[config.mk]
export PLATFORM = sky130hd
export DESIGN_NAME = computer
export DESIGN_NICKNAME = d
export VERILOG_FILES = /design/src/rtl/cpu_pkg.sv /design/src/rtl/ram_16x8.sv /design/src/rtl/register_8bit.sv /design/src/rtl/computer.sv
export SDC_FILE = /design/constraint.sdc
export NUM_CORES = 1
export LEC_CHECK = 0
export CAP_MARGIN = 20
export CELL_PAD_IN_SITES_DETAIL_PLACEMENT = 0
export CELL_PAD_IN_SITES_GLOBAL_PLACEMENT = 1
export CORE_ASPECT_RATIO = 0.5
export CORE_MARGIN = 2
export CORE_UTILIZATION = 50
export CTS_BUF_LIST = sky130_fd_sc_hd__clkbuf_8
export DETAILED_ROUTE_END_ITERATION = 16
export PLACE_DENSITY = 0.81
export SLEW_MARGIN = 25
export SYNTH_ARGS = -nofsm -noshare
export SYNTH_HDL_FRONTEND = slang
export SYNTH_SLANG_ARGS = --single-unit
[constraint.sdc]
create_clock -name clk -period 4.38 [get_ports clk]
set_clock_uncertainty 0.05 [all_clocks]
set_input_delay 0.657 -clock clk [delete_from_list [all_inputs] [get_ports clk]]
set_output_delay 0.657 -clock clk [all_outputs]
set_load 0.1 [all_outputs]
[src/rtl/cpu_pkg.sv]
// Shared types and constants for the SAP-1.5 style CPU.
package cpu_pkg;

    localparam int CPU_ADDR_W = 4;
    localparam int CPU_DATA_W = 8;

    typedef enum logic [3:0] {
        OP_NOP = 4'h0,
        OP_LDA = 4'h1,
        OP_LDB = 4'h2,
        OP_ADD = 4'h3,
        OP_SUB = 4'h4,
        OP_STA = 4'h5,
        OP_LDI = 4'h6,
        OP_JMP = 4'h7,
        OP_JC  = 4'h8,
        OP_JZ  = 4'h9,
        OP_RSA = 4'hA,
        OP_RSB = 4'hB,
        OP_RSC = 4'hC,
        OP_RSD = 4'hD,
        OP_OUT = 4'hE,
        OP_HLT = 4'hF
    } opcode_t;

    typedef enum logic [2:0] {
        T0 = 3'd0,
        T1 = 3'd1,
        T2 = 3'd2,
        T3 = 3'd3,
        T4 = 3'd4
    } step_t;

    typedef struct packed {
        logic mar_pc;
        logic mar_op;
        logic ir_ld;
        logic pc_inc;
        logic pc_jmp;
        logic a_ram;
        logic a_imm;
        logic a_alu;
        logic b_ram;
        logic ram_we;
        logic out_ld;
        logic hlt;
        logic sub;
        logic last;
    } ctrl_t;

    function automatic step_t next_step(step_t s, logic last);
        step_t n;
        n = T0;
        if (!last) begin
            case (s)
                T0:      n = T1;
                T1:      n = T2;
                T2:      n = T3;
                T3:      n = T4;
                default: n = T0;
            endcase
        end
        return n;
    endfunction

endpackage

[src/rtl/ram_16x8.sv]
// Unified program/data RAM: combinational read, synchronous write.
module ram_16x8
    import cpu_pkg::*;
#(
    parameter int AW = CPU_ADDR_W,
    parameter int DW = CPU_DATA_W
) (
    input  logic          clk,
    input  logic          we,
    input  logic [AW-1:0] addr,
    input  logic [DW-1:0] wdata,
    output logic [DW-1:0] rdata
);

    logic [DW-1:0] ram [0:(1<<AW)-1];

    assign rdata = ram[addr];

    always_ff @(posedge clk) begin
        if (we) ram[addr] <= wdata;
    end

    task dump();
        for (int i = 0; i < (1 << AW); i++)
            $display("ram[%0h] = %02h", i, ram[i]);
    endtask

endmodule

[src/rtl/register_8bit.sv]
// Loadable data register with asynchronous active-low clear.
module register_8bit
    import cpu_pkg::*;
#(
    parameter int DW = CPU_DATA_W
) (
    input  logic          clk,
    input  logic          reset,
    input  logic          load,
    input  logic [DW-1:0] d,
    output logic [DW-1:0] latched_data
);

    always_ff @(posedge clk or negedge reset) begin
        if (!reset)    latched_data <= '0;
        else if (load) latched_data <= d;
    end

endmodule

[src/rtl/computer.sv]
// SAP-1.5 style microcoded CPU: fetch T0/T1, execute T2..T4.
module computer
    import cpu_pkg::*;
#(
    parameter int ADDR_W = CPU_ADDR_W,
    parameter int DATA_W = CPU_DATA_W
) (
    input  logic              clk,
    input  logic              reset,
    output logic [DATA_W-1:0] out_val
);

    logic [ADDR_W-1:0] pc;
    logic [ADDR_W-1:0] mar;
    logic [DATA_W-1:0] ir;
    step_t             step;
    logic              carry;
    logic              zero;
    logic              halt;

    logic [DATA_W-1:0] ram_q;
    logic [DATA_W-1:0] a_q;
    logic [DATA_W-1:0] b_q;
    logic [DATA_W-1:0] a_d;
    logic [DATA_W:0]   alu_res;
    logic [ADDR_W-1:0] operand;
    opcode_t           op;
    ctrl_t             cw;

    assign operand = ir[ADDR_W-1:0];
    assign op      = opcode_t'(ir[DATA_W-1:DATA_W-4]);

    always_comb begin
        cw = '0;
        unique case (step)
            T0: cw.mar_pc = 1'b1;
            T1: begin
                cw.ir_ld  = 1'b1;
                cw.pc_inc = 1'b1;
            end
            T2: begin
                cw.last = 1'b1;
                case (op)
                    OP_LDA, OP_LDB, OP_ADD, OP_SUB, OP_STA: begin
                        cw.mar_op = 1'b1;
                        cw.last   = 1'b0;
                    end
                    OP_LDI: cw.a_imm  = 1'b1;
                    OP_JMP: cw.pc_jmp = 1'b1;
                    OP_JC:  cw.pc_jmp = carry;
                    OP_JZ:  cw.pc_jmp = zero;
                    OP_OUT: cw.out_ld = 1'b1;
                    OP_HLT: cw.hlt    = 1'b1;
                    default: ;
                endcase
            end
            T3: begin
                cw.last = 1'b1;
                case (op)
                    OP_LDA: cw.a_ram  = 1'b1;
                    OP_LDB: cw.b_ram  = 1'b1;
                    OP_STA: cw.ram_we = 1'b1;
                    OP_ADD, OP_SUB: begin
                        cw.b_ram = 1'b1;
                        cw.last  = 1'b0;
                    end
                    default: ;
                endcase
            end
            T4: begin
                cw.a_alu = 1'b1;
                cw.sub   = (op == OP_SUB);
                cw.last  = 1'b1;
            end
            default: cw.last = 1'b1;
        endcase
    end

    // 9-bit result; on SUB the top bit is a borrow, inverted into carry
    always_comb begin
        if (cw.sub) alu_res = {1'b0, a_q} - {1'b0, b_q};
        else        alu_res = {1'b0, a_q} + {1'b0, b_q};
    end

    always_comb begin
        if (cw.a_ram)      a_d = ram_q;
        else if (cw.a_imm) a_d = {{(DATA_W-ADDR_W){1'b0}}, operand};
        else               a_d = alu_res[DATA_W-1:0];
    end

    always_ff @(posedge clk or negedge reset) begin
        if (!reset) begin
            pc    <= '0;
            mar   <= '0;
            ir    <= '0;
            step  <= T0;
            carry <= 1'b0;
            zero  <= 1'b0;
            halt  <= 1'b0;
        end else if (!halt) begin
            if (cw.mar_pc) mar <= pc;
            if (cw.mar_op) mar <= operand;
            if (cw.ir_ld)  ir  <= ram_q;
            if (cw.pc_inc) pc  <= pc + 1'b1;
            if (cw.pc_jmp) pc  <= operand;
            if (cw.a_alu) begin
                carry <= cw.sub ? ~alu_res[DATA_W] : alu_res[DATA_W];
                zero  <= (alu_res[DATA_W-1:0] == '0);
            end
            if (cw.hlt) halt <= 1'b1;
            step <= next_step(step, cw.last);
        end
    end

    ram_16x8 #(.AW(ADDR_W), .DW(DATA_W)) u_ram (
        .clk   (clk),
        .we    (cw.ram_we && !halt),
        .addr  (mar),
        .wdata (a_q),
        .rdata (ram_q)
    );

    register_8bit #(.DW(DATA_W)) u_register_A (
        .clk          (clk),
        .reset        (reset),
        .load         (!halt && (cw.a_ram || cw.a_imm || cw.a_alu)),
        .d            (a_d),
        .latched_data (a_q)
    );

    register_8bit #(.DW(DATA_W)) u_register_B (
        .clk          (clk),
        .reset        (reset),
        .load         (!halt && cw.b_ram),
        .d            (ram_q),
        .latched_data (b_q)
    );

    register_8bit #(.DW(DATA_W)) u_register_OUT (
        .clk          (clk),
        .reset        (reset),
        .load         (!halt && cw.out_ld),
        .d            (a_q),
        .latched_data (out_val)
    );

endmodule

; ---- After elaboration in Yosys (flattened, before gate mapping)
; Memory sizes are Yosys's and may differ from the RTL's.
; Index checks and enable logic that the tools add are counted.
[totals]
wordCells = 85
n_memories = 1
ff_bits = 46
out_inout_bits = 8
ramBits = 128
[mem_list]
columns = memory, words, word_bits, read_ports, rd_ports_with_merged_regs, write_ports, line_no
row1 = u_ram.ram, 16, 8, 1, 0, 1, ram_16x8.sv:15  ; logic [DW-1:0] ram [0:(1<<AW)-1];
[op_classes]
n_eq_ne = 15
bitwise_logic = 2
addsub = 3
muxes = 35
n_reduce_logical = 19
[ops]
columns = op, count
row1 = 1-bit two-way mux, 21
row2 = "4-bit by 3-bit equality test with 1-bit output, second input constant", 4
row3 = "4-bit equality test, second input constant", 4
row4 = 4-bit two-way mux, 4
row5 = 8-bit two-way mux, 2
row6 = 3-bit one-hot mux with 4 select lines, 1
row7 = 8-bit by 8-bit adder with 9-bit output, 1
row8 = 9-bit two-way mux, 1
row9 = 8-bit by 8-bit subtractor with 9-bit output, 1
row10 = "4-bit by 2-bit equality test with 1-bit output, second input constant", 2
row11 = 8-bit logical NOT, 1
row12 = 2-bit AND reduction, 4
row13 = "3-bit by 2-bit equality test with 1-bit output, second input constant", 2
row14 = 2-bit two-way mux, 3
row15 = 1-bit one-hot mux with 3 select lines, 2
row16 = 5-bit OR reduction, 1
row17 = "4-bit by 1-bit adder with 4-bit output, second input constant", 1
row18 = "4-bit by 1-bit equality test with 1-bit output, second input constant", 1
row19 = 1-bit logical AND, 4
row20 = 2-bit nonzero test, 2
row21 = 2-bit OR reduction, 2
row22 = "3-bit by 1-bit equality test with 1-bit output, second input constant", 1
row23 = "3-bit equality test, second input constant", 1
row24 = 3-bit logical NOT, 1
row25 = 5 further kinds, 7

; ---- Logic depth before layout (Yosys ltp)
; Gate-level depths: netlist of the first run.
[logic_depth]
ltp_word = 7
ltp_mapped = 11
depth_no_buf = 11

; ---- Cells and area by module
; A second synthesis of the first run with hierarchy kept.
[hier_totals]
hier_cells = 477
hier_area_um2 = 7703.6
[by_module_without_submodules]
columns = mod, seq_area_each_um2, area_each_um2, cells_each, n_inst
row1 = ram_16x8, 3843.7, 4907.2, 222, 1
row2 = computer, 550.5, 1801.7, 204, 1
row3 = register_8bit, 200.2, 331.6, 17, 3

; ---- Worst setup path after synthesis of the first run
; OpenSTA, ideal clock, no wires.
[synth_timing]
path_kind = reg-to-reg
from = register ir[5]
to = register zero
stages_incl_launch_ff = 11
arrival_time_ns = 3.202
n_path_buf = 1
period_less_slack_ns = 3.347
required_time_ns = 4.235
path_slack_ns = 1.033
cell_sequence = dfrtp_1 > or3b_1 > or4_1 > clkbuf_1 > mux2i_1 > fa_1 > a211oi_1 > nor2_1 > xnor2_1 > or3_1 > o31ai_1
[synth_via]
elab_chain_len = 4
[synth_lines]
columns = element, line_no
row1 = start: declaration, computer.sv:15  ; logic [DATA_W-1:0] ir;
row2 = start signal: assignment, computer.sv:103  ; if (cw.ir_ld) ir <= ram_q;
row3 = 4-bit by 3-bit equality test with 1-bit output, computer.sv:72  ; cw.sub = (op == OP_SUB);
row4 = 1-bit two-way mux, computer.sv:35  ; unique case (step)
row5 = 9-bit two-way mux, computer.sv:81  ; if (cw.sub) alu_res = {1'b0, a_q} - {1'b0, b_q};
row6 = 8-bit logical NOT, computer.sv:108  ; zero <= (alu_res[DATA_W-1:0] == '0);
row7 = end signal: assignment, computer.sv:108
row8 = end: declaration, computer.sv:18  ; logic zero;
; No other way between the ends.
; A chain may end at the register's enable or synchronous reset.

; ---- Worst setup path after layout of the first run
[layout_timing]
from = register ir[4]
to = register zero
; The elaborated chain is that of the path after synthesis.

==> results of run 1 <==
## per-stage QoR
stage / hold slack (ns) / std cells
2_1_floorplan: 0.311 / 468
4_1_cts: 0.225 / 698
3_3_place_gp: 0.421 / 666
6_report: 0.218 / 698
5_1_grt: 0.271 / 698
3_5_place_dp: 0.432 / 666
## power groups by stage
stage	Combinational, mW	Sequential (mW)	Clock (mW)
detailed placement	0.00996	1.79	0
finish	0.00929	1.75	1.18
CTS	0.0100	1.75	1.20
floorplan	0.000000784	1.79	0
global placement	0.00997	1.79	0
global route	0.0115	1.75	1.26
## critical path, stage by stage (launching register included)
cell and delay, ns:
dfrtp_1 0.54, or3b_1 0.47, or4_1 0.63, mux2i_1 0.22, fa_1 0.46, a211oi_1 0.41, nor2_1 0.11, xnor2_1 0.15
or3_1 0.37, o31ai_1 0.23
## sequential cells by signal, indices dropped and copies added (netlist names)
name	cells
u_register_B.latched_data	8
u_ram.ram	128
mar	4
halt	1
zero	1
u_register_OUT.latched_data	8
carry	1
pc	4
ir	8
step	3
u_register_A.latched_data	8
## synth_stat cells, types with 4 or more instances
cell and count:
nand3b_1 4, mux2_2 20, nor4_1 4, inv_1 11, buf_2 6, nand2b_1 8, ha_1 10, xor2_1 5
clkbuf_1 13, a211oi_1 5, nand3_1 10, edfxtp_1 128, nor3_1 14, mux4_2 40, a221o_1 5, o21ai_0 14
mux2i_1 10, dfrtp_1 46, nand2_1 29, or4_1 5, xnor2_1 5, a21o_1 5, nor2_1 26
## per-layer routing
metal | global-route usage | up-vias | share of wire
li1 | - | 1891 | -
met1 | 0.305 | 2197 | 0.48
met2 | 0.299 | 117 | 0.45
met3 | 0.0666 | 17 | 0.060
met4 | 0.0474 | 2 | 0.010
met5 | 0 | - | 0.0012
## kinds of logic after synthesis
logic type / after synthesis / synth area share
buffers and inverters: 31 / 0.0167
AND/OR/NAND/NOR: 117 / 0.0857
flip-flops: 174 / 0.654
AO/OA/AOI/OAI: 55 / 0.0527
XOR/XNOR: 10 / 0.0115
adder cells (fa/ha/maj): 11 / 0.0190
multiplexers: 70 / 0.161
## layout make-up
| type | count | area share |
|---|---|---|
| tap | 198 | 0.0295 |
| sequential | 174 | 0.595 |
| clock inverter | 15 | 0.0231 |
| inverter | 11 | 0.00491 |
| multi-input combinational | 263 | 0.300 |
| clock buffer | 17 | 0.0278 |
| timing repair buffer | 20 | 0.0200 |
## worst max-delay path by stage
stage          start  endpoint
5_1_grt        ir[4]      zero
2_1_floorplan  ir[5]      zero
4_1_cts        ir[4]      zero
3_5_place_dp   ir[4]      zero
6_report       ir[4]      zero
3_3_place_gp   ir[4]      zero
## cells in the final DEF (no fill, tap or decap), drive strengths merged, types with 3 or more instances in the layout
| cell | n |
|---|---|
| edfxtp | 128 |
| dfrtp | 46 |
| mux4 | 40 |
| nand2 | 29 |
| nor2 | 26 |
| mux2 | 20 |
| inv | 19 |
| clkbuf | 17 |
| o21ai | 15 |
| nor3 | 14 |
| buf | 12 |
| nand3 | 10 |
| mux2i | 10 |
| ha | 10 |
| nand2b | 9 |
| clkdlybuf4s50 | 8 |
| a211oi | 7 |
| or4 | 5 |
| xnor2 | 5 |
| xor2 | 5 |
| a221o | 5 |
| a21o | 5 |
| nor4 | 5 |
| clkinv | 5 |
| nand3b | 4 |
| or3b | 4 |
| a21oi | 3 |
| o31ai | 3 |
| o211ai | 3 |
==> metrics.yaml, run 1 <==
run_status:
  outcome: "complete, no violations"
layout:
  antenna_cells: 0
  area_growth_pct: 10.0
  drive_gt1_frac: 0.240
  fin_area_sq_um: 8400
  finalNetCount: 500
  n_fill_cell: 1107
  utilization: 0.572
  final-seq-area_sq_um: 5000
  multiInputGateArea_sq_um: 2520
drt:
  wl_um: 15400
  wl_per_cell_um: 22.0
  viasPerCell: 6.05
  drtIter0Drc: 493
  drc: 0
  firstDrtPassIters: 5
  postRouteAntennaNets: 0
  via_count: 4224
power_and_ir_drop:
  switching_share: 0.236
  seqPwrFrac: 0.595
  switching_power_mw: 0.693
  ir_drop_uv: 202
  p_int_mw: 2.24
  power_density_nw_per_um2: 350
  power_mw: 2.94
  clockPowerShare: 0.401
  leakage_nw: 2.51
  combPwrFrac: 0.003
cts:
  clockBufferDepth: 2
  cts_inserted_buffers: 17
  cts_tree: "built"
  clk_pin_slew_ns: 0.11
  cts_hold_buf: 0
  htree_levels: 4
  ctsResizeCount: 0
  cts_sinks: 174
  post-cts-setup-buffers: 0
  root_buffer: "clkbuf_8"
  clkLatencyLatePin_ns: 0.47
timing:
  fin_ws_ns: 0.655
  fmax_ghz: 0.268
  hold_viol_final: 0
  relSlewSlack: 0.323
  post-route-period-util: 0.850
  worst_slew_pin_slew_ns: 1.01
  slew_violations: 0
  rsz0062_at_grt: "no"
  period_needed_ns: 3.72
  setup_tns_ns: 0
  setup_viol: 0
floorplan:
  core-area_sq_um: 14700
  fp-row-count: 31
  die_y_um: 91.4
  ioPinCount: 10
  initial_utilization: 0.520
  die_w_um: 179
  die-area_sq_um: 16300
synth:
  syn_nets: 481
  synth_area_per_cell_sq_um: 16.3
  synth-seq-cells: 174
  ys.flop_type: "edfxtp_1"
  synth-seq-area-share: 0.654
  syn_inst: 468
  ys_warn_count: 0
  synthArstFlopShare: 0.264
  yosys-top-cells-area: "edfxtp_1, dfrtp_1, mux4_2"
  synth_area_leader_cell: "edfxtp_1"
  synth-edff-count: 128
  yosys.cell_types.count: 56
  syn-cell-area_sq_um: 7640
  yosysTopAreaCellShare: 0.503
global_routing:
  grt_max_degree: 47
  first_global_vias: 4183
  antenna_found_initial: 1
  track_usage: 0.207
  grt_pass1_wl_um: 24400
  overflow: 0
placement:
  postPlaceCellArea_sq_um: 7980
  port_buffers: 9
  dp_hpwl_um: 10200
  globalplace.congestion: 0.812
  post-place-ws_ns: 0.677
worst_setup_path:
  reg2reg_from: "ir[4]"
  critPathMaxFanout: 11
  r2r-end: "zero"
  path_class: "register to register"
  worst_ep_required_time_ns: 4.71
  worst_setup_path_start_kind: "register"
  cp.arrival_ns: 4.06
  ff2ff_setup_slack_ns: 0.66
  worst_setup_path_end_kind: "register"
  reg2reg_depth: 9
run:
  cap_viol_max_count: 0
worst_hold_path:
  hp-class: "input pin to async pin"
Note: power is estimated with default switching activity, not from simulation.
==> inputs of run 2 (changes only) <==
--- a/config.mk
+++ b/config.mk
@@ -12,9 +12,9 @@
 export CORE_MARGIN = 2
 export CORE_UTILIZATION = 50
 export CTS_BUF_LIST = sky130_fd_sc_hd__clkbuf_8
+export CTS_CLUSTER_SIZE = 10
 export DETAILED_ROUTE_END_ITERATION = 16
 export PLACE_DENSITY = 0.81
-export SLEW_MARGIN = 25
 export SYNTH_ARGS = -nofsm -noshare
 export SYNTH_HDL_FRONTEND = slang
 export SYNTH_SLANG_ARGS = --single-unit
==> results of run 2 <==
The final DEF is identical to that of run 1; final timing and power are the same.
